<file path="src/rtl/lane_update_scheduler.sv">
// lane_update_scheduler
// Once per frame (vsync falling edge) walks lanes 0..LANES-1, advances each
// lane's frame counter and, when a lane's period expires, issues a single
// req/ack update request for that lane. Requests are abandoned after ACK_TMO
// cycles without an acknowledge.
// Optional build macro: LANE_SCHED_BLANK_GUARD_EN -- when defined, upd_req is
// only presented while valid=0 (vertical/horizontal blanking).
module lane_update_scheduler #(
  parameter int LANES   = 12,
  parameter int SPD_W   = 4,
  parameter int ACK_TMO = 1023
) (
  input  logic                   pclk,
  input  logic                   reset,
  input  logic                   vsync,
  input  logic                   valid,
  input  logic                   pause,
  input  logic [LANES*SPD_W-1:0] lane_speed,
  output logic                   upd_req,
  output logic [3:0]             upd_lane,
  input  logic                   upd_ack,
  output logic                   busy,
  output logic [15:0]            frame_cnt,
  output logic                   overrun,
  output logic                   tmo_err
);

  localparam int         WAIT_W   = $clog2(ACK_TMO + 1);
  localparam logic [3:0] LAST_IDX = 4'(LANES - 1);

  typedef enum logic [1:0] {IDLE, EVAL, REQ, DONE} state_t;

  state_t              state;
  logic                vs_q;
  logic [SPD_W-1:0]    cnt [LANES];
  logic [3:0]          idx;
  logic [WAIT_W-1:0]   wait_cnt;
  logic                req_q;

  logic                strobe;
  logic [SPD_W-1:0]    spd;
  logic [SPD_W-1:0]    cur_cnt;
  logic [SPD_W:0]      cnt_inc;
  logic                frozen;
  logic                fire;
  logic                ack_seen;
  logic                hold;

  assign strobe = vs_q & ~vsync;

`ifdef LANE_SCHED_BLANK_GUARD_EN
  // Request is only visible during blanking; the wait counter and any ack
  // are parked while the display is active.
  assign ack_seen = upd_ack & ~valid;
  assign hold     = valid;
  assign upd_req  = req_q & ~valid;
`else
  logic unused_valid;
  assign unused_valid = valid;
  assign ack_seen     = upd_ack;
  assign hold         = 1'b0;
  assign upd_req      = req_q;
`endif

  // Select the period field and counter of the lane currently being scanned.
  always_comb begin
    // NOTE: every signal gets a default first so no path leaves it unassigned,
    // which would otherwise infer a latch.
    spd     = '0;
    cur_cnt = '0;
    for (int i = 0; i < LANES; i++) begin
      if (idx == 4'(i)) begin
        spd     = lane_speed[i*SPD_W +: SPD_W];
        cur_cnt = cnt[i];
      end
    end
  end

  assign cnt_inc = {1'b0, cur_cnt} + (SPD_W+1)'(1);
  assign frozen  = (spd == '0) || pause;
  assign fire    = !frozen && (cnt_inc >= {1'b0, spd});

  // Frame strobe bookkeeping plus the scan/request state machine.
  always_ff @(posedge pclk or negedge reset) begin
    if (!reset) begin
      state     <= IDLE;
      vs_q      <= 1'b1;
      idx       <= '0;
      wait_cnt  <= '0;
      req_q     <= 1'b0;
      upd_lane  <= '0;
      busy      <= 1'b0;
      frame_cnt <= '0;
      overrun   <= 1'b0;
      tmo_err   <= 1'b0;
      // NOTE: the lane counters are a small register array, not RAM, and must
      // start from zero so the first period after reset is a full one.
      for (int i = 0; i < LANES; i++) cnt[i] <= '0;
    end else begin
      // NOTE: non-blocking assignments throughout, so every read below sees
      // the value from before this clock edge.
      vs_q <= vsync;
      if (strobe) begin
        frame_cnt <= frame_cnt + 16'd1;
        if (busy) overrun <= 1'b1;
      end

      case (state)
        IDLE: begin
          if (strobe && !busy) begin
            state <= EVAL;
            idx   <= '0;
            busy  <= 1'b1;
          end
        end

        EVAL: begin
          if (fire) begin
            cnt[idx] <= '0;
            state    <= REQ;
            req_q    <= 1'b1;
            upd_lane <= idx;
            wait_cnt <= '0;
          end else begin
            if (!frozen) cnt[idx] <= cnt_inc[SPD_W-1:0];
            if (idx == LAST_IDX) state <= DONE;
            else                 idx   <= idx + 4'd1;
          end
        end

        REQ: begin
          if (!hold) begin
            if (ack_seen || (wait_cnt == WAIT_W'(ACK_TMO - 1))) begin
              req_q <= 1'b0;
              if (!ack_seen) tmo_err <= 1'b1;
              if (idx == LAST_IDX) begin
                state <= DONE;
              end else begin
                state <= EVAL;
                idx   <= idx + 4'd1;
              end
            end else begin
              wait_cnt <= wait_cnt + WAIT_W'(1);
            end
          end
        end

        DONE: begin
          busy  <= 1'b0;
          state <= IDLE;
        end

        default: state <= IDLE;
      endcase
    end
  end

endmodule
</file>
<file path="config.mk">
export PLATFORM = sky130hd
export DESIGN_NAME = lane_update_scheduler
export DESIGN_NICKNAME = d
export VERILOG_FILES = /design/src/rtl/lane_update_scheduler.sv
export SDC_FILE = /design/constraint.sdc
export NUM_CORES = 1
export LEC_CHECK = 0
export CAP_MARGIN = 20
export CORE_ASPECT_RATIO = 1.4
export CORE_MARGIN = 5
export CORE_UTILIZATION = 50
export DETAILED_ROUTE_END_ITERATION = 8
export PLACE_DENSITY = 0.8
export REMOVE_ABC_BUFFERS = 1
export SLEW_MARGIN = 10
export SYNTH_ARGS = -nofsm -noshare
export SYNTH_HDL_FRONTEND = slang
export SYNTH_SLANG_ARGS = --single-unit
</file>
<file path="constraint.sdc">
create_clock -name pclk -period 4.1 [get_ports pclk]
set_input_delay 1.23 -clock pclk [delete_from_list [all_inputs] [get_ports pclk]]
set_output_delay 1.23 -clock pclk [all_outputs]
set_load 0.03 [all_outputs]
</file>
==> out/metrics.yaml, run 1 <==
finish:
  drive_above_1_share_pct: 23.9
  diodes: 0
  n_fill_cell: 798
  stdcell_area_um2: 7390
  multi_input_area_um2: 3230
  nets: 777
  regArea_um2: 2230
  area_growth_pct: 33.4
clock_network:
  worst_skew_pair.late_latency_ns: 0.35
  cts_max_level: 3
  cts_tree: "built"
  cts.sinks: 89
  ctsHoldBuffers: 0
  path_clk_slew_ns: 0.06
  cts_buffers: 9
  cts.path.max_buffers: 2
  root_buffer: "clkbuf_16"
sta:
  finalSetupViolCount: 0
  finalSetupTns_ns: 0
  final_min_period_over_clock_period_pct: 97.4
  hold_viol_final: 0
  clock.fmax_ghz: 0.250
  clock_skew_ns: 0.00783
  fin_crit_ns: 3.99
  relSlewSlack_pct: 44.7
  slew_violations: 0
  worstMarginPinSlew_ns: 0.829
power_and_ir_drop:
  p_leak_uw: 0.00311
  ir_drop_uv: 609
  powerDensity_nw_per_um2: 852
yosys:
  synth_area_um2: 5540
  ys_warn_count: 0
  ys_seq_area_share_pct: 40.2
  avgSynthCellArea_um2: 9.46
  synth_cell_types: 71
  synth_edf_count: 0
  yosys_register_bits: 89
  async_flop_share_pct: 100
  syn_inst: 586
  synth_flop_cell: "dfrtp_1"
placed_design:
  place_congestion: 0.985
  place_hpwl_um: 11800
  place_area_um2: 6790
  port_buffers: 76
global_route:
  antenna_found_initial: 0
  track_usage_pct: 25.0
  grt_max_degree: 90
  grt_pass1_wl_um: 26600
  overflow: 0
  grt_pass1_vias: 5294
drt:
  routed_wl_um: 16500
  wire_per_inst_um: 19.4
  ant_nets: 0
  drc_errors: 0
  firstDrtPassIters: 5
  vias: 5203
  via_per_inst: 6.11
  drtIter0Drc: 352
setup_path:
  worstSetupStartpointType: "primary input"
  critPathCaptureType: "flop"
  crit_arrival_ns: 4.25
  cp_max_fo: 6
  path_class: "in -> reg"
  required_ns: 4.35
floorplan:
  start_util_pct: 51.0
  die_w_um: 99.0
  rows: 45
  coreArea_um2: 10900
  ioPinCount: 78
  die_h_um: 135
  fp.dieArea_um2: 13300
flow_run:
  drv_cap: 0
min_path:
  hp-class: "reg -> reg"
run_status:
  status: "complete, no violations"
repair_timing:
| action | 4_1_cts | 5_1_grt |
|---|---|---|
| gates resized for setup | 15 | 43 |
| pin swaps | 0 | 11 |
| gates cloned | 1 | 0 |
| setup buffers | 0 | 3 |
| endpoints found under the setup margin | 65 | 67 |
critical path, stage by stage:
cell and delay, ns:
clkdlybuf4s50_1 0.42, a21oi_2 0.14, a221oi_2 0.07, buf_4 0.15
o22ai_2 0.18, o221ai_2 0.14, ha_1 0.31, nand2b_1 0.14
a21o_1 0.18, a21o_1 0.17, a21o_1 0.18, inv_2 0.10
nand2_4 0.07, or3_4 0.49, o32ai_2 0.27
cell type report:
type | instances | share of cell area [%]
multi-input combinational | 433 | 43.7
tap | 141 | 2.39
inverter | 30 | 1.57
clock buffer | 11 | 3.28
sequential | 89 | 30.2
timing repair buffer | 143 | 18.1
clock inverter | 5 | 0.829
cells in the mapped netlist, types with 6 or more instances:
library cell	number	area [um2]
o21ai_0	43	215
buf_2	11	55.1
o31ai_1	9	67.6
nand3b_1	8	60.1
o211ai_1	7	52.6
nand3_1	18	90.1
a31oi_1	8	50.1
buf_6	7	78.8
ha_1	17	213
clkbuf_1	12	45.0
dfrtp_1	88	2200
a21oi_1	20	100
inv_1	28	105
o221ai_1	7	61.3
nand2b_1	11	68.8
mux2_2	35	394
o21ai_1	6	30.0
o21bai_1	7	52.6
mux2i_1	9	90.1
xor2_1	7	61.3
nor2_1	36	135
nand2_1	62	233
xnor2_1	10	87.6
o22ai_1	9	56.3
nor2b_1	10	62.6
stage by stage:
| step | hold WS (ns) | total power [uW] | setup slack [ns] | std cells | util, % |
|---|---|---|---|---|---|
| 3_3_place_gp | 0.446 | 4840 | -0.300 | 834 | 62.5 |
| 6_report | 0.467 | 6300 | 0.105 | 852 | 68.0 |
| 2_1_floorplan | 0.472 | 3200 | -0.150 | 551 | - |
| 4_1_cts | 0.464 | 5920 | 0.00379 | 851 | 65.9 |
| 3_5_place_dp | 0.449 | 4960 | -0.421 | 834 | 62.5 |
| 5_1_grt | 0.498 | 6660 | -0.0757 | 852 | 68.0 |
placed cells by master (no fill, tap or decap), types with 5 or more instances in the layout:
| cell type | instances |
|---|---|
| xnor2_1 | 10 |
| nand2b_1 | 11 |
| nand3b_1 | 8 |
| nand2_1 | 61 |
| o221ai_1 | 5 |
| inv_1 | 25 |
| nand3_1 | 18 |
| a21o_1 | 5 |
| xor2_1 | 7 |
| nor2b_1 | 10 |
| o211ai_1 | 7 |
| o21ai_0 | 41 |
| nor2_1 | 36 |
| o21bai_1 | 7 |
| buf_4 | 56 |
| a31oi_1 | 8 |
| mux2_2 | 35 |
| ha_1 | 12 |
| clkdlybuf4s50_1 | 75 |
| clkbuf_16 | 9 |
| o21ai_1 | 6 |
| ha_4 | 5 |
| nand4_1 | 5 |
| dfrtp_1 | 87 |
| and3_1 | 5 |
| buf_6 | 8 |
| a21oi_1 | 19 |
| o22ai_1 | 8 |
| mux2i_1 | 9 |
final timing paths:
check | slack (ns) | start | depth (start not counted) | to
hold / removal | 0.47 | overrun$_DFFE_PN0P_ | 1 | overrun$_DFFE_PN0P_
setup reg to reg | 0.12 | idx[0]$_DFFE_PN0P_ | 18 | cnt[27]$_DFFE_PN0P_
min in group asynchronous | 0.94 | reset | 1 | frame_cnt[5]$_DFFE_PN0P_
setup / recovery | 0.11 | lane_speed[4] | 15 | cnt[27]$_DFFE_PN0P_
max in group asynchronous | 2.57 | reset | 1 | idx[0]$_DFFE_PN0P_
hold reg to reg | 0.47 | overrun$_DFFE_PN0P_ | 1 | overrun$_DFFE_PN0P_
report_power, final:
group / total (uW) / switching (uW) / internal [uW]
registers: 1380 / 236 / 1140
clock network: 851 / 357 / 494
logic: 4070 / 2260 / 1810
total: 6300 / 2850 / 3450
metal layers:
metal	part of all wire, %	global-route usage [%]	vias up
li1	-	-	2395
met1	37	29.8	2519
met2	51	42.7	238
met3	7.0	4.70	51
met4	4.3	12.8	0
met5	0	0	-
registers in the layout, summed over array words and instances, names as in the netlist:
| name | cells |
|---|---|
| vs_q | 1 |
| state | 2 |
| frame_cnt | 16 |
| idx | 4 |
| overrun | 1 |
| upd_req | 1 |
| cnt | 48 |
| wait_cnt | 10 |
| upd_lane | 4 |
| busy | 1 |
| tmo_err | 1 |
cells by family after synthesis:
group                    share of synthesized area (%)
XOR/XNOR                                          2.69
multiplexers                                      8.74
adder cells (fa/ha/maj)                           3.84
AND/OR/NAND/NOR                                   16.8
flip-flops                                        40.2
buffers and inverters                             5.94
AO/OA/AOI/OAI                                     21.8
(Power assumes the default switching activity.)
==> run 2: changes to the inputs <==
CAP_MARGIN = 0   (was 20)
CORE_UTILIZATION = 55   (was 50)
PLACE_DENSITY = 0.83   (was 0.8)
SLEW_MARGIN = 20   (was 10)
clock period = 4.7 ns   (was 4.1 ns; I/O delays follow)
==> run 2 against run 1 <==
- clock power is 15% lower
- critical endpoint is now cnt[25]$_DFFE_PN0P_
- largest power group unchanged
- non-clock buffer count is 43 lower
- utilization is 0.061 points higher
- first-iteration DRC count is 11% lower
==> out/metrics.yaml, run 2 (synthesis results as in run 1) <==
setup_path:
  reg2reg_from: "idx[0]$_DFFE_PN0P_"
  critical_path_depth: 16
  reg2reg_depth: 16
  crit_chain: "inv_1 -> ha_1 -> or3b_2 -> a311oi_1 -> a211oi_1 -> a211o_1 -> ha_1 -> ha_1 -> a21o_1 -> a21o_1 -> a21o_1 -> inv_1 -> a221oi_2 -> nor2b_1 -> buf_4 -> mux2_2"
  setup.worst_path.start: "idx[0]$_DFFE_PN0P_"
  worstSetupStartpointType: "flop"
  cp_max_fo: 10
  crit_slowest_cell: "or3b_2"
  path_class: "reg -> reg"
  critPathCaptureType: "flop"
  rr_endpoint: "cnt[25]$_DFFE_PN0P_"
  required_ns: 4.92
  cpPeakStageDelay_ns: 0.48
  endpoint: "cnt[25]$_DFFE_PN0P_"
  cp_top_family: "compound AO/OA/AOI/OAI gates"
  crit_arrival_ns: 4.70
  ff2ff_setup_slack_ns: 0.22
  cp_num_buf_inv: 3
floorplan:
  start_util_pct: 56.0
  rows: 43
  fp.dieArea_um2: 12200
  coreArea_um2: 9900
  ioPinCount: 78
  die_w_um: 94.8
  die_h_um: 129
finish:
  drive_above_1_share_pct: 13.8
  largest_reg_flops: 48
  layout_commonest_cell: "dfrtp_1"
  nets: 733
  top_register: "cnt"
  reg_top3: "cnt (48), frame_cnt (16), wait_cnt (10)"
  layout_common_cells: "88 x dfrtp_1, 75 x clkdlybuf4s50_1, 62 x nand2_1"
  n_fill_cell: 800
  area_growth_pct: 21.6
  post-route-util_pct: 68.1
  regArea_um2: 2230
  multi_input_area_um2: 2990
  diodes: 0
global_route:
  antenna_found_initial: 0
  grt_pass1_wl_um: 24500
  overflow: 0
  grt_pass1_vias: 4978
  grt_max_degree: 75
  track_usage_pct: 25.8
sta:
  finalSetupTns_ns: 0
  relSlewSlack_pct: 38.0
  clock.fmax_ghz: 0.223
  slew_violations: 0
  worst_slack_ns: 0.224
  rsz0062_at_grt: "false"
  final_min_period_over_clock_period_pct: 95.2
  worstMarginPinSlew_ns: 0.930
  hold_viol_final: 0
  clock_skew_ns: 0.00658
  finalSetupViolCount: 0
  whs_ns: 0.475
  fin_crit_ns: 4.48
min_path:
  hp-class: "reg -> reg"
clock_network:
  cts.sinks: 89
  cts_buffers: 9
  cts_tree: "built"
  cts_max_level: 3
  root_buffer: "clkbuf_16"
  cts_setup_buffers: 0
  path_clk_slew_ns: 0.06
  worst_skew_pair.late_latency_ns: 0.34
  cts.path.max_buffers: 2
drt:
  drc_errors: 0
  drtIter0Drc: 313
  via_per_inst: 6.24
  routed_wl_um: 15000
  vias: 5001
  ant_nets: 0
  wire_per_inst_um: 18.7
  firstDrtPassIters: 5
placed_design:
  port_buffers: 76
  dp_worst_setup_slack_ns: -0.0332
  place_hpwl_um: 10900
  place_congestion: 0.968
power_and_ir_drop:
  p_leak_uw: 0.00283
  switching_share_pct: 45.3
  pwr-share-seq_pct: 25.5
  powerDensity_nw_per_um2: 698
  p_clk_share_pct: 15.3
  switchingPower_uw: 2130
  combPwrFrac_pct: 59.2
  ir_drop_uv: 367
  internal_power_uw: 2580
  power_uw: 4710
flow_run:
  drv_cap: 0
run_status:
  status: "complete, no violations"
[run 2: how the worst min path moves through the flow]
stage                                          from                   endpoint  slack [ns]  cells after the start
after floorplan                 cnt[36]$_DFFE_PN0P_        cnt[36]$_DFFE_PN0P_        0.47                      1
after global placement          overrun$_DFFE_PN0P_        overrun$_DFFE_PN0P_        0.45                      1
after detailed placement        overrun$_DFFE_PN0P_        overrun$_DFFE_PN0P_        0.46                      1
after CTS                       overrun$_DFFE_PN0P_        overrun$_DFFE_PN0P_        0.48                      1
after global routing            tmo_err$_DFFE_PN0P_        tmo_err$_DFFE_PN0P_        0.49                      1
final                     frame_cnt[15]$_DFFE_PN0P_  frame_cnt[15]$_DFFE_PN0P_        0.47                      1
[run 2: routing by layer]
layer	track usage, %	share of wire [%]	vias up
met3	4.50	7.2	43
met2	43.7	50	242
met5	0	0	-
li1	-	-	2293
met4	12.7	4.4	0
met1	31.3	39	2423
[run 2: layout make-up]
class	instances	area share, %
Multi-Input combinational cell	432	44.3
Sequential cell	89	33.1
Timing Repair Buffer	100	14.1
Clock buffer	13	3.71
Tap cell	135	2.51
Inverter	30	1.67
Clock inverter	3	0.631
[run 2: repair_timing]
action                                  in CTS  in global routing
resized for setup                            0                  1
hold buffers                                 0                  0
hold endpoints to repair                     0                  0
endpoints found under the setup margin       0                 11
[run 2: metrics by stage]
stage,area (um2),instances
after global routing,6740,802
final,6740,802
after CTS,6740,802
after floorplan,5330,551
after detailed placement,6440,786
after global placement,6440,786
[run 2: power groups by stage]
stage	combinational [uW]	clock, uW	sequential [uW]
floorplan	1570	0	1220
global placement	2630	0	1180
detailed placement	2730	0	1200
CTS	2750	729	1190
global route	3010	757	1220
finish	2790	722	1200
==> run 3: changes to the inputs <==
CORE_MARGIN = 2   (was 5)
CORE_UTILIZATION = 25   (was 55)
PLACE_DENSITY = 0.46   (was 0.83)
==> run 3 against run 2 <==
- via count fell by 3.3%
- worst setup slack improved by 0.035 ns
- flip-flop and latch count did not move
- non-clock buffer count rose by 9
- clock skew fell by 0.00066 ns
- final cell count rose by 21%
- critical path depth rose by 1
- utilization fell by 35 points
- clock power rose by 25%
- sequential power barely moved
==> out/metrics.yaml, run 3 (synthesis results as in run 1) <==
floorplan:
  coreArea_um2: 21800
  die_w_um: 130
  fp.dieArea_um2: 23400
  start_util_pct: 25.4
  rows: 64
  ioPinCount: 78
  die_h_um: 180
drt:
  vias: 4835
  firstDrtPassIters: 5
  via_per_inst: 4.97
  routed_wl_um: 17400
  wire_per_inst_um: 17.8
  drtIter0Drc: 453
  ant_nets: 0
  drc_errors: 0
sta:
  clock_skew_ns: 0.00592
  rsz0062_at_grt: "false"
  worstMarginPinSlew_ns: 0.848
  clock.fmax_ghz: 0.225
  slew_violations: 0
  hold_viol_final: 0
  finalSetupViolCount: 0
  finalSetupTns_ns: 0
  final_min_period_over_clock_period_pct: 94.5
  whs_ns: 0.462
  relSlewSlack_pct: 43.5
  fin_crit_ns: 4.44
finish:
  area_growth_pct: 29.0
  layout_common_cells: "88 x dfrtp_1, 75 x clkdlybuf4s50_1, 62 x nand2_1"
  multi_input_area_um2: 3030
  nets: 742
  layout_commonest_cell: "dfrtp_1"
  stdcell_area_um2: 7150
  drive_above_1_share_pct: 16.3
  top_register: "cnt"
  diodes: 0
  reg_top3: "cnt (48), frame_cnt (16), wait_cnt (10)"
  n_fill_cell: 2292
  regArea_um2: 2230
  largest_reg_flops: 48
global_route:
  grt_pass1_vias: 5008
  antenna_found_initial: 0
  track_usage_pct: 15.3
  overflow: 0
  grt_pass1_wl_um: 27800
  grt_max_degree: 77
setup_path:
  path_class: "reg -> reg"
  reg2reg_depth: 17
  critPathCaptureType: "flop"
  cp_max_fo: 13
  worstSetupStartpointType: "flop"
  crit_arrival_ns: 4.73
  required_ns: 4.99
power_and_ir_drop:
  powerDensity_nw_per_um2: 719
  p_leak_uw: 0.00292
  ir_drop_uv: 416
clock_network:
  cts.path.max_buffers: 2
  ctsHoldBuffers: 0
  cts_tree: "built"
  path_clk_slew_ns: 0.07
  root_buffer: "clkbuf_16"
  cts_buffers: 9
  worst_skew_pair.late_latency_ns: 0.35
  cts.sinks: 89
  cts_max_level: 3
placed_design:
  port_buffers: 76
  place_congestion: 0.831
  place_hpwl_um: 12900
  place_area_um2: 6730
min_path:
  hp-class: "reg -> reg"
  whs_path_depth: 1
flow_run:
  drv_cap: 0
run_status:
  status: "complete, no violations"
[run 3: changes by cell type in the layout (fill, tap and decap cells not counted), moves of 2 or more]
cell and delta:
ha_1 -4, clkbuf_1 -2, ha_2 +3, buf_4 +7, bufinv_16 +3, inv_6 +2
[run 3: report_power, final]
group	switching (uW)	total, uW	internal, uW	leakage [uW]
logic	1760	3050	1290	0.00157
registers	195	1190	996	0.00117
clock network	325	903	578	0.000178
[run 3: worst paths after layout]
check                                    start                  endpoint  slack (ns)
min                        overrun$_DFFE_PN0P_       overrun$_DFFE_PN0P_        0.46
min reg2reg                overrun$_DFFE_PN0P_       overrun$_DFFE_PN0P_        0.46
max                         idx[1]$_DFFE_PN0P_       cnt[18]$_DFFE_PN0P_        0.26
max reg2reg                 idx[1]$_DFFE_PN0P_       cnt[18]$_DFFE_PN0P_        0.26
min in group asynchronous                reset  frame_cnt[9]$_DFFE_PN0P_        1.09
max in group asynchronous                reset       cnt[22]$_DFFE_PN0P_        2.91
[run 3: cell type report]
type | instances | share of cell area (%)
clock buffer | 10 | 3.20
tap | 297 | 5.20
inverter | 30 | 1.58
multi-input combinational | 432 | 42.4
timing repair buffer | 109 | 14.5
sequential | 89 | 31.2
clock inverter | 6 | 1.93
[run 3: per-layer routing]
metal / up-vias / GRT usage, % / wire, um
li1: 2312 / - / -
met3: 24 / 2.52 / 827
met2: 160 / 25.2 / 8400
met5: - / 0 / 0
met1: 2339 / 20.3 / 7790
met4: 0 / 4.65 / 349
[run 3: critical path, cell delays in order, from the launching register on]
cell,delay (ns)
dfrtp_1,0.43
inv_1,0.12
ha_2,0.29
or3b_2,0.49
a311oi_1,0.29
a211oi_1,0.13
a211o_1,0.40
ha_1,0.32
ha_1,0.28
a21o_1,0.16
a21o_1,0.17
a21o_1,0.18
inv_1,0.10
a221oi_4,0.09
buf_4,0.20
nor2b_1,0.29
buf_4,0.27
mux2_2,0.17
[run 3: stage by stage]
step | std cells | util [%] | power [uW] | worst slack (ns)
floorplan | 551 | - | 2790 | 0.450
global placement | 957 | 30.9 | 4150 | -0.235
detailed placement | 957 | 30.9 | 4180 | -0.271
CTS | 973 | 32.6 | 5120 | 0.0399
global route | 973 | 32.8 | 5520 | 0.0101
finish | 973 | 32.8 | 5140 | 0.258
[run 3: repair_timing]
action / CTS / global route
buffers inserted: 0 / 0
setup endpoints to repair: 32 / 52
hold endpoints to repair: 0 / 0
resized for setup: 3 / 8
